$ cat src/rtl/ws2812_tx.sv
// rtl/ws2812_tx.sv - WS2812 one-wire serial line driver fed by a pixel handshake
module ws2812_tx #(
  parameter int T0H          = 17,
  parameter int T1H          = 34,
  parameter int BIT_CYCLES   = 60,
  parameter int RESET_CYCLES = 2400,
  parameter int CW           = 16
) (
  input  logic        reset_n,
  input  logic        clk_sb,
  input  logic        send_leds_n,
  input  logic [23:0] rgb_data_in,
  output logic        next_led,
  output logic        dout,
  output logic        busy,
  output logic        frame_done
);

  typedef enum logic [2:0] {
    S_IDLE  = 3'd0,
    S_FETCH = 3'd1,
    S_LATCH = 3'd2,
    S_BIT   = 3'd3,
    S_RST   = 3'd4
  } state_t;

  localparam logic [CW-1:0] T0H_C      = CW'(T0H);
  localparam logic [CW-1:0] T1H_C      = CW'(T1H);
  localparam logic [CW-1:0] BIT_LAST   = CW'(BIT_CYCLES - 1);
  localparam logic [CW-1:0] RST_LAST   = CW'(RESET_CYCLES - 1);
  localparam logic [CW-1:0] CYC_ONE    = CW'(1);
  localparam logic [4:0]    MSB_INDEX  = 5'd23;
  localparam logic [4:0]    BIT_ONE    = 5'd1;

  state_t        state_q, state_d;
  logic [CW-1:0] cyc_q, cyc_d;
  logic [4:0]    bit_cnt_q, bit_cnt_d;
  logic [23:0]   shift_q, shift_d;

  logic          dout_q, dout_d;
  logic          next_led_q, next_led_d;
  logic          busy_q, busy_d;
  logic          frame_done_q, frame_done_d;

  logic [CW-1:0] high_len;

  // High time of the bit currently on the wire, chosen by the shift register MSB.
  always_comb begin
    high_len = shift_q[23] ? T1H_C : T0H_C;
  end

  // Next-state and next-output decode. dout and frame_done describe the cycle
  // just executed (one-cycle lag); next_led and busy describe the state being
  // entered, so the translator sees next_led while FETCH/prefetch is current.
  always_comb begin
    state_d      = state_q;
    cyc_d        = cyc_q;
    bit_cnt_d    = bit_cnt_q;
    shift_d      = shift_q;
    dout_d       = 1'b0;
    next_led_d   = 1'b0;
    frame_done_d = 1'b0;

    unique case (state_q)
      S_IDLE: begin
        if (!send_leds_n) begin
          state_d    = S_FETCH;
          next_led_d = 1'b1;
        end
      end

      S_FETCH: begin
        state_d = S_LATCH;
      end

      S_LATCH: begin
        if (send_leds_n) begin
          // Request withdrawn before any pixel: zero-length frame.
          state_d = S_IDLE;
        end else begin
          shift_d   = rgb_data_in;
          bit_cnt_d = MSB_INDEX;
          cyc_d     = '0;
          state_d   = S_BIT;
        end
      end

      S_BIT: begin
        dout_d = (cyc_q < high_len);
        if (cyc_q == BIT_LAST) begin
          if (bit_cnt_q != 5'd0) begin
            shift_d   = {shift_q[22:0], 1'b0};
            bit_cnt_d = bit_cnt_q - BIT_ONE;
            cyc_d     = '0;
            // Entering the last bit of the pixel: ask for the next word now so
            // it is stable well before the pixel boundary.
            if (bit_cnt_q == BIT_ONE) begin
              next_led_d = 1'b1;
            end
          end else if (!send_leds_n) begin
            // Back-to-back pixel, no gap on the wire.
            shift_d   = rgb_data_in;
            bit_cnt_d = MSB_INDEX;
            cyc_d     = '0;
          end else begin
            state_d = S_RST;
            cyc_d   = '0;
          end
        end else begin
          cyc_d = cyc_q + CYC_ONE;
        end
      end

      S_RST: begin
        if (cyc_q == RST_LAST) begin
          state_d      = S_IDLE;
          cyc_d        = '0;
          frame_done_d = 1'b1;
        end else begin
          cyc_d = cyc_q + CYC_ONE;
        end
      end

      default: begin
        state_d = S_IDLE;
        cyc_d   = '0;
      end
    endcase

    busy_d = (state_d != S_IDLE);
  end

  // State, datapath and registered outputs; reset abandons any frame in flight.
  always_ff @(posedge clk_sb or negedge reset_n) begin
    if (!reset_n) begin
      state_q      <= S_IDLE;
      cyc_q        <= '0;
      bit_cnt_q    <= '0;
      shift_q      <= '0;
      dout_q       <= 1'b0;
      next_led_q   <= 1'b0;
      busy_q       <= 1'b0;
      frame_done_q <= 1'b0;
    end else begin
      state_q      <= state_d;
      cyc_q        <= cyc_d;
      bit_cnt_q    <= bit_cnt_d;
      shift_q      <= shift_d;
      dout_q       <= dout_d;
      next_led_q   <= next_led_d;
      busy_q       <= busy_d;
      frame_done_q <= frame_done_d;
    end
  end

  assign dout       = dout_q;
  assign next_led   = next_led_q;
  assign busy       = busy_q;
  assign frame_done = frame_done_q;

endmodule

$ cat config.mk
export PLATFORM = sky130hd
export DESIGN_NAME = ws2812_tx
export DESIGN_NICKNAME = d
export VERILOG_FILES = /design/src/rtl/ws2812_tx.sv
export SDC_FILE = /design/constraint.sdc
export NUM_CORES = 1
export LEC_CHECK = 0
export ABC_AREA = 1
export CELL_PAD_IN_SITES_DETAIL_PLACEMENT = 0
export CELL_PAD_IN_SITES_GLOBAL_PLACEMENT = 1
export CORE_MARGIN = 2
export CORE_UTILIZATION = 47
export CTS_BUF_LIST = sky130_fd_sc_hd__clkbuf_4
export DETAILED_ROUTE_END_ITERATION = 10
export PLACE_DENSITY = 0.88
export SLEW_MARGIN = 25
export SYNTH_ARGS = -nofsm -noshare
export SYNTH_HDL_FRONTEND = slang
export SYNTH_SLANG_ARGS = --single-unit
export TNS_END_PERCENT = 100
$ cat constraint.sdc
create_clock -name clk_sb -period 4 [get_ports clk_sb]
set_input_delay 1 -clock clk_sb [delete_from_list [all_inputs] [get_ports clk_sb]]
set_output_delay 1 -clock clk_sb [all_outputs]
set_load 0.01 [all_outputs]
==> flow_results.org <==
** Outcome
- The run finished with clean final reports.

** GRT
- Entering global routing, the biggest net connects 47 pins.
- The first global-routing pass estimated about 17 mm of wire.
- The total overflow left after global routing is 0.
- Number of global-route vias before repair :: roughly 3,500
- Aggregate global-route resource usage :: 0.2308
- Number of antenna violations at the first check in global routing :: 0

** Yosys
- FF+latch count, synth :: 52
- Of the synthesized area, sequential elements account for 0.3233.
- After synthesis the cells add up to 4025 um2.
- Instance count of the mapped netlist :: approximately 630
- Top post-synthesis cells by count :: 339 x nand2_1, 52 x dfrtp_1, 43 x nand3_1
- Distinct cell type count after synthesis :: 29
- Most numerous cell in the Yosys netlist :: nand2_1
- Async set-or-reset flop fraction in the synthesized netlist :: 1.000
- A synthesized cell averages ~6.4 um2.
- Cell types occupying the most area after synthesis :: dfrtp_1 32%, nand2_1 32%, nand3_2 5.7%
- Top flip-flop cell by instance count after synthesis :: dfrtp_1
- Of all cell types, the one taking the most synthesized area is dfrtp_1.
- Count of flip-flops with a built-in enable after synthesis :: 0
- Of the post-synthesis cell area, the dominant cell type holds 0.3233.
- During synthesis, Yosys emitted a total of 0 warnings.
- When the netlist entered floorplanning its net count stood at around 660.

** Route
- Wires add up to about 10 mm.
- Before antenna repair, the detailed router went through 5 iterations.
- In the final routed layout, each cell accounts on average for 13.46 um.
- In the final routing, the length of wire on met1 measures 4.843 mm.
- Detailed routing placed a total of 500 um of wire on met3.
- Total DRC errors in the routed layout :: 0
- Vias per Instance :: 5.253
- The detailed router used layers up to and including met4.
- The first routing iteration left roughly 180 violations.
- The detail route stage leaves a number of antenna-violating nets equal to 0.
- Detailed route wirelength on metal2 :: 4.551 mm
- Vias after detailed routing :: approximately 4,000

** Power and ir drop
- Of the total power, registers draw 0.393.
- Switching share of power :: 0.4880
- Overall power after layout :: between 2 and 3 mW
- In this run the power spent charging and discharging nets is ~1.2 mW.
- Static leakage :: 2.299 nW
- The share of total power dissipated in the clock network is 0.099.
- Power share of the combinational group :: 0.508
- Across the VDD grid, the largest voltage drop is roughly 220 uV.
- Dividing total power by cell area gives a power density of 584.7 nW/um2.
- Internal Power :: between 1 and 1.5 mW

** Timing
- Hold is met by ~0.5 ns.
- Final setup violating endpoints :: 0
- Max_slew headroom :: 0.4941
- Fmax achieved :: 0.4194 GHz
- For the final routed database, the setup TNS stands at 0 ns.
- Fin. Hold Viols :: 0
- Clk_skew :: about 0.011 ns
- Final period utilization :: 0.5961
- Max-slew violation total from the final report :: 0
- Subtracting the final worst setup slack from the clock period gives ~2.4 ns.
- Actual slew at the worst max-slew pin :: 0.7580 ns
- Setup repair after global routing left no endpoint under its margin.

** Critical path
- Arrival time of data at the critical path endpoint :: 2.64 ns
- The worst register-to-register path begins at cyc_q[0]$_DFFE_PN0P_.
- By instance count, the cell type seen most on the critical path is nand2_1.
- Worst setup SP type :: input pin
- Cells along the critical path :: clkdlybuf4s50_1 -> inv_2 -> o21ai_1 -> nand2_1 -> inv_1 -> nand2_1 -> nand3_1
- Critical path endpoint category :: flip-flop
- Family with the most delay on the worst path :: buffers and inverters
- Counting cells, the worst reg-to-reg path comes to 8.
- Worst Path Required :: approximately 4.3 ns
- Reg2Reg Capture Point :: shift_q[23]$_DFFE_PN0P_
- Maximum fanout encountered on the critical timing path :: 29
- R2R setup slack :: between 1.5 and 2 ns
- Number of buffer and inverter stages on the critical path :: 3
- Worst path slowest cell :: clkdlybuf4s50_1
- Path type of the worst setup path :: in -> reg
- Maximum single-stage delay on the critical path :: between 0.4 and 0.5 ns

** Cells and area
- Number of fillers in the final layout :: between 800 and 900
- In the final layout, the share of cells above drive strength 1 is 0.09134.
- Ant diodes :: 0
- Compared with the post-synthesis result, the final layout area differs by 6.870%.
- The net count of the finished layout is about 670.

** Clocking
- Cts repair resizes :: 0
- Total clock sinks :: between 50 and 60
- Buffer count from post-CTS setup fixing :: 0
- Hold buffer count at CTS :: 0
- Post-CTS clock slew at the launch and capture registers of the worst setup and hold paths :: approximately 0.15 ns
- CTS H-tree lvls :: 2
- Source-to-sink clock delay at the later pin of the worst-skew pair :: roughly 0.37 ns
- The tree is rooted in a clkbuf_4.
- In this run, CTS created clock tree buffers numbering 5.
- TritonCTS built the clock tree.
- The clock passes through at most 2 buffers.

** Floorplanning
- From bottom edge to top edge, the die measures just under 100 um.
- The region available for standard cell placement spans a little over 8000 um2.
- Starting Density :: 0.4874
- Full die area :: between 9000 and 10,000 um2
- Die Width :: between 90 and 100 um
- After floorplanning, the core was divided into 33 placement rows.
- 31 I/O pins were placed.

** Placement
- Dpl hpwl :: roughly 6.3 mm
- Port buffering added 30 buffers.
- Placer Congestion :: about 0.82

** Min path
- The worst hold path passes through 2 cells.
- The startpoint identified for the worst hold timing path is shift_q[0]$_DFFE_PN0P_.
- Class of the tightest hold or removal check :: reg -> reg
- The path with the worst hold slack has its endpoint at shift_q[0]$_DFFE_PN0P_.

** Run
- Number of maximum-capacitance violations :: 0
==> tightest hold or removal path: cells and delay by family, from the launching register on <==
kind             cells  cell delay, ns
AND/OR/NAND/NOR      2            0.09
flip-flops           1            0.38
==> logic make-up after synthesis <==
logic type / after synthesis / synth area share
AO/OA/AOI/OAI: 25 / 0.03823
XOR/XNOR: 7 / 0.01523
adder cells (fa/ha/maj): 7 / 0.02176
buffers and inverters: 65 / 0.09139
flip-flops: 52 / 0.3233
AND/OR/NAND/NOR: 469 / 0.5101
==> metrics by stage <==
stage / worst slack, ns / cell area [um2] / cells / utilization
2_1_floorplan: 2.063 / 4025 / 625 / -
3_3_place_gp: 1.307 / 4245 / 732 / 0.5141
3_5_place_dp: 1.240 / 4245 / 732 / 0.5141
4_1_cts: 1.625 / 4302 / 740 / 0.5209
5_1_grt: 1.444 / 4302 / 740 / 0.5209
6_report: 1.616 / 4302 / 740 / 0.5209
==> state kept, by name (all words and copies together) (netlist names) <==
name	flops
state_q	3
frame_done	1
shift_q	24
busy	1
bit_cnt_q	5
cyc_q	16
dout	1
next_led	1
==> metal layers <==
| layer | global-route usage | vias to the layer above |
|---|---|---|
| li1 | - | 1980 |
| met3 | 0.02948 | 5 |
| met5 | 0 | - |
| met2 | 0.3889 | 108 |
| met1 | 0.3221 | 1794 |
| met4 | 0.03991 | 0 |
==> cell type report <==
class,count,area (um2),share of cell area
Timing Repair Buffer,36,340.3,0.07912
Clock buffer,7,52.55,0.01222
Tap cell,105,131.4,0.03054
Sequential cell,52,1301,0.3025
Inverter,31,116.4,0.02705
Multi-Input combinational cell,508,2356,0.5477
Clock inverter,1,3.754,0.0008726
==> cell usage in the layout, fill, tap and decap left out, types with 8 or more instances in the layout <==
master / count
nand2_1: 339
dfrtp_1: 52
nand3_1: 43
nor2_1: 33
clkdlybuf4s50_1: 29
inv_1: 24
nand3_2: 23
o21ai_0: 9
nand4_1: 8
o211ai_1: 8
==> worst max path at each step <==
| stage | slack (ns) | start | depth (start not counted) | to |
|---|---|---|---|---|
| after floorplan | 2.06 | send_leds_n | 9 | cyc_q[3]$_DFFE_PN0P_ |
| after global placement | 1.31 | send_leds_n | 7 | cyc_q[3]$_DFFE_PN0P_ |
| after detailed placement | 1.24 | send_leds_n | 7 | cyc_q[6]$_DFFE_PN0P_ |
| after CTS | 1.63 | send_leds_n | 7 | cyc_q[3]$_DFFE_PN0P_ |
| after global routing | 1.44 | send_leds_n | 7 | cyc_q[3]$_DFFE_PN0P_ |
| final | 1.62 | send_leds_n | 7 | cyc_q[3]$_DFFE_PN0P_ |
==> power groups by stage <==
stage / Clock (mW) / Combinational, mW / Sequential (mW)
finish: 0.248 / 1.28 / 0.990
global route: 0.276 / 1.48 / 1.02
CTS: 0.261 / 1.29 / 0.986
detailed placement: 0 / 1.28 / 0.997
global placement: 0 / 1.25 / 0.988
floorplan: 0 / 1.13 / 0.901
Power figures use the tool's default switching activity.
